## config.mk

```make
export PLATFORM = sky130hd
export DESIGN_NAME = dribbler_ctrl_flat
export DESIGN_NICKNAME = d
export VERILOG_FILES = /design/src/rtl/dribbler_ctrl_if.sv /design/src/rtl/dribbler_ctrl.sv /design/src/flat_wrapper.sv
export SDC_FILE = /design/constraint.sdc
export NUM_CORES = 1
export LEC_CHECK = 0
export CAP_MARGIN = 0
export CORE_ASPECT_RATIO = 1.2
export CORE_MARGIN = 4
export CORE_UTILIZATION = 55
export DETAILED_ROUTE_END_ITERATION = 8
export PLACE_DENSITY = 0.86
export REMOVE_ABC_BUFFERS = 1
export SETUP_SLACK_MARGIN = 0.1
export SYNTH_ARGS = -nofsm -noshare
export SYNTH_HDL_FRONTEND = slang
export SYNTH_SLANG_ARGS = --single-unit
export TNS_END_PERCENT = 50
```

## constraint.sdc

```tcl
create_clock -name clk -period 5.9 [get_ports clk]
set_input_delay 0.885 -clock clk [delete_from_list [all_inputs] [get_ports clk]]
set_output_delay 0.885 -clock clk [all_outputs]
set_load 0.01 [all_outputs]
```

## src/rtl/dribbler_ctrl_if.sv

```systemverilog
// Command handshake between the robot command interface and the dribbler controller.
interface dribbler_ctrl_if #(
  parameter int PWM_BITS = 8
);
  logic                cmd_valid;
  logic                cmd_ready;
  logic                cmd_run;
  logic                cmd_dir;
  logic [PWM_BITS-1:0] cmd_duty;

  modport master (output cmd_valid, cmd_run, cmd_dir, cmd_duty, input cmd_ready);
  modport slave  (input cmd_valid, cmd_run, cmd_dir, cmd_duty, output cmd_ready);
endinterface

```

## src/rtl/dribbler_ctrl.sv

```systemverilog
// Dribbler BLDC sequencer: duty soft-ramp, PWM gating, reversal dead-time, Hall speed.
// Define DRIBBLER_STALL_DETECT_EN to build the stall counter and FAULT latch.
module dribbler_ctrl #(
  parameter int PWM_BITS        = 8,
  parameter int RAMP_DIV        = 256,
  parameter int DEADTIME_CYCLES = 1024,
  parameter int STALL_CYCLES    = 1048576,
  parameter int STALL_MIN_DUTY  = 16,
  parameter int SPEED_WINDOW    = 100000
) (
  input  logic         clk,
  input  logic         rst,
  dribbler_ctrl_if.slave cmd,
  input  logic [2:0]   hall_in,
  output logic [2:0]   hall_out,
  output logic         drv_en,
  output logic         drv_dir,
  output logic [2:0]   state,
  output logic         fault,
  input  logic         fault_clr,
  output logic [15:0]  speed,
  output logic         speed_valid
);
  typedef enum logic [2:0] {IDLE = 3'd0, RAMP = 3'd1, RUN = 3'd2, DEAD = 3'd3, FAULT = 3'd4} state_t;

  localparam int RW = $clog2(RAMP_DIV + 1);
  localparam int DW = $clog2(DEADTIME_CYCLES + 1);
  localparam int WW = $clog2(SPEED_WINDOW + 1);
  localparam logic [RW-1:0] RAMP_LAST = RW'(RAMP_DIV - 1);
  localparam logic [DW-1:0] DEAD_LOAD = DW'(DEADTIME_CYCLES);
  localparam logic [WW-1:0] WIN_LAST  = WW'(SPEED_WINDOW - 1);

  state_t st, st_n;
  logic [PWM_BITS-1:0] cur_duty, cur_duty_n, tgt_duty, pwm_cnt, duty_step;
  logic [PWM_BITS-1:0] nxt_duty, eff_nxt;
  logic                tgt_run, tgt_dir, nxt_run;
  logic [RW-1:0]       ramp_cnt;
  logic [DW-1:0]       dead_cnt;
  logic [2:0]          hall_s1, hall_prev;
  logic                hall_edge, accept, reverse, ramp_tick, stall_trip, act, act_n;

  assign state = st;

  // Hall synchronizer; hall_prev gives a one-clock-late copy for edge detection.
  always_ff @(posedge clk) begin
    if (rst) begin
      hall_s1   <= '0;
      hall_out  <= '0;
      hall_prev <= '0;
    end else begin
      hall_s1   <= hall_in;
      hall_out  <= hall_s1;
      hall_prev <= hall_out;
    end
  end
  assign hall_edge = hall_out != hall_prev;

  assign cmd.cmd_ready = st inside {IDLE, RAMP, RUN};
  // A stall trip wins over a command offered in the same cycle.
  assign accept    = cmd.cmd_valid & cmd.cmd_ready & ~stall_trip;
  assign nxt_run   = accept ? cmd.cmd_run  : tgt_run;
  assign nxt_duty  = accept ? cmd.cmd_duty : tgt_duty;
  assign eff_nxt   = nxt_run ? nxt_duty : '0;
  assign reverse   = accept & cmd.cmd_run & (cmd.cmd_dir != drv_dir);
  assign ramp_tick = ramp_cnt == RAMP_LAST;
  assign duty_step = (eff_nxt > cur_duty) ? cur_duty + 1'b1 : cur_duty - 1'b1;

  always_comb begin
    st_n       = st;
    cur_duty_n = cur_duty;
    case (st)
      IDLE: begin
        cur_duty_n = '0;
        if (accept && cmd.cmd_run && cmd.cmd_duty != '0) st_n = RAMP;
      end
      RAMP: begin
        if (stall_trip) begin
          st_n       = FAULT;
          cur_duty_n = '0;
        end else if (reverse) begin
          st_n       = DEAD;
          cur_duty_n = '0;
        end else if (cur_duty == eff_nxt) begin
          st_n = (eff_nxt != '0) ? RUN : IDLE;
        end else if (ramp_tick) begin
          cur_duty_n = duty_step;
          if (duty_step == eff_nxt) st_n = (eff_nxt != '0) ? RUN : IDLE;
        end
      end
      RUN: begin
        if (stall_trip) begin
          st_n       = FAULT;
          cur_duty_n = '0;
        end else if (reverse) begin
          st_n       = DEAD;
          cur_duty_n = '0;
        end else if (eff_nxt != cur_duty) begin
          st_n = RAMP;
        end
      end
      DEAD: begin
        cur_duty_n = '0;
        if (dead_cnt <= DW'(1)) st_n = (tgt_run && tgt_duty != '0) ? RAMP : IDLE;
      end
      FAULT: begin
        cur_duty_n = '0;
        if (fault_clr) st_n = IDLE;
      end
      default: st_n = IDLE;
    endcase
  end

  assign act   = (st == RAMP) || (st == RUN);
  assign act_n = (st_n == RAMP) || (st_n == RUN);

  always_ff @(posedge clk) begin
    if (rst) begin
      st       <= IDLE;
      cur_duty <= '0;
      tgt_run  <= 1'b0;
      tgt_dir  <= 1'b1;
      tgt_duty <= '0;
      drv_dir  <= 1'b1;
      ramp_cnt <= '0;
      dead_cnt <= '0;
      pwm_cnt  <= '0;
      drv_en   <= 1'b0;
    end else begin
      st       <= st_n;
      cur_duty <= cur_duty_n;
      pwm_cnt  <= pwm_cnt + 1'b1;
      if (st_n == FAULT) begin
        tgt_run  <= 1'b0;
        tgt_duty <= '0;
      end else if (accept) begin
        tgt_run  <= cmd.cmd_run;
        tgt_dir  <= cmd.cmd_dir;
        tgt_duty <= cmd.cmd_duty;
      end
      if (st == IDLE && st_n == RAMP)      drv_dir <= cmd.cmd_dir;
      else if (st == DEAD && st_n != DEAD) drv_dir <= tgt_dir;
      // Cleared outside RAMP, so every RAMP entry starts a fresh tick period.
      ramp_cnt <= (st == RAMP && !ramp_tick) ? ramp_cnt + 1'b1 : '0;
      if (st_n == DEAD) dead_cnt <= (st == DEAD) ? dead_cnt - 1'b1 : DEAD_LOAD;
      else              dead_cnt <= '0;
      // Gating on the next state too keeps the first DEAD/FAULT cycle dark.
      drv_en <= act && act_n && (pwm_cnt < cur_duty);
    end
  end

`ifdef DRIBBLER_STALL_DETECT_EN
  localparam int SW = $clog2(STALL_CYCLES + 1);
  localparam logic [SW-1:0] STALL_LAST = SW'(STALL_CYCLES - 1);
  logic [SW-1:0] stall_cnt;
  logic          stall_active;

  assign stall_active = act && (cur_duty >= PWM_BITS'(STALL_MIN_DUTY));
  assign stall_trip   = stall_active && !hall_edge && (stall_cnt == STALL_LAST);

  always_ff @(posedge clk) begin
    if (rst) begin
      stall_cnt <= '0;
      fault     <= 1'b0;
    end else begin
      stall_cnt <= (stall_active && !hall_edge && !stall_trip) ? stall_cnt + 1'b1 : '0;
      fault     <= st_n == FAULT;
    end
  end
`else
  logic unused_stall_cfg;
  assign unused_stall_cfg = (STALL_CYCLES == 0) | (STALL_MIN_DUTY == 0);
  assign stall_trip = 1'b0;
  assign fault      = 1'b0;
`endif

  // Speed window; an edge on the closing cycle belongs to the next window.
  logic [WW-1:0] win_cnt;
  logic [15:0]   edge_cnt;

  always_ff @(posedge clk) begin
    if (rst) begin
      win_cnt     <= '0;
      edge_cnt    <= '0;
      speed       <= '0;
      speed_valid <= 1'b0;
    end else begin
      speed_valid <= 1'b0;
      if (win_cnt == WIN_LAST) begin
        win_cnt     <= '0;
        speed       <= edge_cnt;
        speed_valid <= 1'b1;
        edge_cnt    <= {15'd0, hall_edge};
      end else begin
        win_cnt <= win_cnt + 1'b1;
        if (hall_edge && edge_cnt != 16'hFFFF) edge_cnt <= edge_cnt + 1'b1;
      end
    end
  end
endmodule
```

## src/flat_wrapper.sv

```systemverilog
// flat-port wrapper written by rule: the top's interface ports become plain ports
module dribbler_ctrl_flat 
#(
  parameter int PWM_BITS        = 8,
  parameter int RAMP_DIV        = 256,
  parameter int DEADTIME_CYCLES = 1024,
  parameter int STALL_CYCLES    = 1048576,
  parameter int STALL_MIN_DUTY  = 16,
  parameter int SPEED_WINDOW    = 100000
)
  (clk, rst, hall_in, hall_out, drv_en, drv_dir, state, fault, fault_clr, speed, speed_valid, cmd_cmd_valid, cmd_cmd_run, cmd_cmd_dir, cmd_cmd_duty, cmd_cmd_ready);
  dribbler_ctrl_if #(.PWM_BITS(PWM_BITS)) cmd_i ();
  input  logic clk;
  input  logic rst;
  input  logic [2:0] hall_in;
  output logic [2:0] hall_out;
  output logic drv_en;
  output logic drv_dir;
  output logic [2:0] state;
  output logic fault;
  input  logic fault_clr;
  output logic [15:0] speed;
  output logic speed_valid;
  input wire logic [$bits(cmd_i.cmd_valid)-1:0] cmd_cmd_valid;
  input wire logic [$bits(cmd_i.cmd_run)-1:0] cmd_cmd_run;
  input wire logic [$bits(cmd_i.cmd_dir)-1:0] cmd_cmd_dir;
  input wire logic [$bits(cmd_i.cmd_duty)-1:0] cmd_cmd_duty;
  output wire logic [$bits(cmd_i.cmd_ready)-1:0] cmd_cmd_ready;
  assign cmd_i.cmd_valid = cmd_cmd_valid;
  assign cmd_i.cmd_run = cmd_cmd_run;
  assign cmd_i.cmd_dir = cmd_cmd_dir;
  assign cmd_i.cmd_duty = cmd_cmd_duty;
  assign cmd_cmd_ready = cmd_i.cmd_ready;
  dribbler_ctrl #(.PWM_BITS(PWM_BITS), .RAMP_DIV(RAMP_DIV), .DEADTIME_CYCLES(DEADTIME_CYCLES), .STALL_CYCLES(STALL_CYCLES), .STALL_MIN_DUTY(STALL_MIN_DUTY), .SPEED_WINDOW(SPEED_WINDOW)) u_core (.clk(clk), .rst(rst), .cmd(cmd_i), .hall_in(hall_in), .hall_out(hall_out), .drv_en(drv_en), .drv_dir(drv_dir), .state(state), .fault(fault), .fault_clr(fault_clr), .speed(speed), .speed_valid(speed_valid));
endmodule
```

==> flow_metrics.env <==
export IMPL_rsz0062_at_grt="false"
export IMPL_finish_utilization_pct=65.9
export IMPL_seqPwrFrac_pct=46.8
export IMPL_yosys_cell_types_count=64
export IMPL_critPathLaunchType="input pin"
export IMPL_synth_area_mux_share_pct=4.47
export IMPL_grt_pass1_wl_um=20500
export IMPL_synth_seq_area_share_pct=40.7
export IMPL_die_h_um=117
export IMPL_avgSynthCellArea_um2=8.85
export IMPL_cts_made_buffers=9
export IMPL_reg2regPathDepth=22
export IMPL_clk_pin_slew_ps=70
export IMPL_syn_instance_count=611
export IMPL_chipWidth_um=98.5
export IMPL_slowest_stage="clkdlybuf4s50_1"
export IMPL_syn2layout_area_growth_pct=16.5
export IMPL_p_leak_nw=2.47
export IMPL_hold_viol=0
export IMPL_row_count=39
export IMPL_switching_share_pct=28.9
export IMPL_finalMaxSlewViolations=0
export IMPL_ant_nets=0
export IMPL_cts_sinks=110
export IMPL_cts_hold_buf=0
export IMPL_yosys_area_top_type="dfxtp_1"
export IMPL_num_vias=4465
export IMPL_postPlaceCellArea_um2=6000
export IMPL_crit_arrival_ps=5720
export IMPL_grt_max_degree=57
export IMPL_viasPerCell=5.67
export IMPL_first_pass_iters=5
export IMPL_synth_area_top_cells="dfxtp_1 (41%), nor2_1 (8.0%), ha_1 (6.2%)"
export IMPL_power_internal_mw=1.18
export IMPL_worstReg2RegStart="u_core.state[0]"
export IMPL_synth_most_common_cell="nor2_1"
export IMPL_fin_nets=705
export IMPL_cp_max_fo=10
export IMPL_antenna_cells=0
export IMPL_post_place_ws_ps=-155
export IMPL_place_gp_congestion=0.982
export IMPL_finalCriticalPeriod_ps=5460
export IMPL_cts_setup_buffers=0
export IMPL_setup_slack_ps=436
export IMPL_max_cap_viol_count=0
export IMPL_pwr_share_clk_pct=35.7
export IMPL_cts_root_buf="clkbuf_16"
export IMPL_synth_adder_area_share_pct=6.62
export IMPL_first_iter_violations=182
export IMPL_coreArea_um2=9560
export IMPL_cpPeakStageDelay_ps=520
export IMPL_crit_end="u_core.drv_en"
export IMPL_synth_edf_count=0
export IMPL_cts_resized=0
export IMPL_finalClockSkew_ps=12.7
export IMPL_synth_top_family_by_area="simple AND/OR/NAND/NOR gates"
export IMPL_ys_flop_type="dfxtp_1"
export IMPL_power_frac_comb_pct=17.4
export IMPL_vdd_drop_max_uv=149
export IMPL_synth_area_um2=5410
export IMPL_antenna_found_initial=0
export IMPL_grt_pass1_vias=4538
export IMPL_outcome="finished, final reports clean"
export IMPL_drive_gt1_share_pct=7.22
export IMPL_synthArstFlopShare_pct=0
export IMPL_post_route_period_util_pct=92.6
export IMPL_drcViolationCount=0
export IMPL_design_area_um2=6300
export IMPL_power_density_nw_per_um2=263
export IMPL_dieArea_um2=11500
export IMPL_clk_latency_ps=360
export IMPL_synth_simple_gate_area_share_pct=23.4
export IMPL_tightest_slew_ps=784
export IMPL_crit_path_start="cmd_cmd_valid"
export IMPL_reg2reg_slack_ps=950
export IMPL_netlist_top_cells_count="nor2_1 (115), dfxtp_1 (110), nand3_1 (35), xor2_1 (33)"
export IMPL_p_switching_uw=477
export IMPL_cts_buffer_depth=2
export IMPL_synth_xor_area_share_pct=10.4
export IMPL_hold_path_class="flip-flop to flip-flop"
export IMPL_max_slew_margin_pct=47.3
export IMPL_crit_path_end_kind="flip-flop"
export IMPL_initial_utilization_pct=56.5
export IMPL_ys_ff_latch=110
export IMPL_cts_max_level=3
export IMPL_cpMostUsedCell="a21o_1"
export IMPL_reg2reg_to="u_core.drv_en"
export IMPL_fmax_ghz=0.183
export IMPL_cts_tree="built"
export IMPL_io_pins=44
export IMPL_criticalPathCategory="input pin to flip-flop"
export IMPL_dpl_hpwl_um=8930
export IMPL_crit_chain="clkdlybuf4s50_1, buf_4, nand2_8, mux2i_1, nor2_1, ha_1, a21o_1, a21o_1, a21o_1, a311oi_1, a211oi_2, inv_2, ha_1, and2_1, a221oi_2, a21oi_1, nand3b_1, xnor2_1, xnor2_1, a31oi_1, xor2_1, and3_1"
export IMPL_track_usage_pct=21.8
export IMPL_yosysWarnings=0
export IMPL_synth_compound_area_share_pct=11.2
export IMPL_worstPathRequired_ps=6150
export IMPL_finalSetupViolations=0
export IMPL_routed_wirelength_um=12100
export IMPL_yosys_area_top_type_share_pct=40.7
export IMPL_grt_ovfl_total=0
export IMPL_wire_per_inst_um=15.4
export IMPL_portBuffers=42
## worst min path at each step
stage                                  from            endpoint  slack (ps)  cells after the start
final                     u_core.hall_s1[0]  u_core.hall_out[0]         450                      1
after global routing      u_core.hall_s1[0]  u_core.hall_out[0]         450                      1
after CTS                 u_core.hall_s1[0]  u_core.hall_out[0]         450                      1
after detailed placement  u_core.hall_s1[0]  u_core.hall_out[0]         440                      1
after global placement    u_core.hall_s1[2]  u_core.hall_out[2]         420                      1
after floorplan           u_core.hall_s1[0]  u_core.hall_out[0]         410                      1
## worst max-delay path, delay by kind of cell
kind,cells,cell delay [ps]
compound gates,8,1570
xor+xnor,3,670
fa+ha+maj,2,610
buf+inv,3,880
mux,1,260
simple gates,5,850
## area by class of cell
type / instances / area, µm²
Clock buffer: 9 / 225
Clock inverter: 7 / 62.6
Fill cell: 792 / 3270
Inverter: 23 / 91.3
Multi-Input combinational cell: 461 / 3050
Sequential cell: 110 / 2200
Tap cell: 123 / 154
Timing Repair Buffer: 55 / 513
## registers in the layout, summed over array words and instances (netlist names)
signal              cells
u_core.tgt_run          1
u_core.state            3
u_core.speed_valid      1
u_core.ramp_cnt         9
u_core.hall_s1          3
u_core.hall_out         3
u_core.hall_prev        3
u_core.tgt_dir          1
u_core.drv_dir          1
u_core.tgt_duty         8
u_core.edge_cnt        16
u_core.cur_duty         8
u_core.win_cnt         17
u_core.pwm_cnt          8
u_core.dead_cnt        11
u_core.drv_en           1
u_core.speed           16
## cell families after synthesis
family,after synthesis
muxes,24
and+or+nand+nor,261
adders and majority gates,28
other,1
AOI/OAI and AO/OA,83
DFF,110
buffers and inverters,40
xor gates and xnor gates,64
## through the flow
step,std cells,hold WS (ps),power (mW),TNS (ps)
2_1_floorplan,594,414,0.984,0
3_3_place_gp,772,419,1.06,0
3_5_place_dp,772,438,1.07,-239
4_1_cts,788,451,1.65,0
5_1_grt,788,454,1.72,0
6_report,788,448,1.65,0
## layer usage
metal	wire [µm]	global-route usage (%)	up-vias
met2	6090	38.7	134
met5	0	0	-
met3	553	3.88	37
li1	-	-	2213
met4	450	12.2	0
met1	5050	24.9	2081
## cell usage in the layout, fill, tap and decap left out, drive strengths merged, types with 11 or more instances in the layout
cell	instances
xor2	33
nand3	35
inv	26
buf	14
dfxtp	110
o21ai	12
nor2b	16
a21oi	18
nor2	115
nor3	11
mux2i	23
ha	27
clkdlybuf4s50	41
xnor2	31
nand2	32
## power groups by stage
stage          combinational (mW)  sequential (mW)  clock (mW)
2_1_floorplan               0.195            0.789           0
3_3_place_gp                0.265            0.790           0
3_5_place_dp                0.277            0.792           0
4_1_cts                     0.279            0.774       0.600
5_1_grt                     0.315            0.777       0.629
6_report                    0.288            0.775       0.591
(Power assumes the default switching activity.)
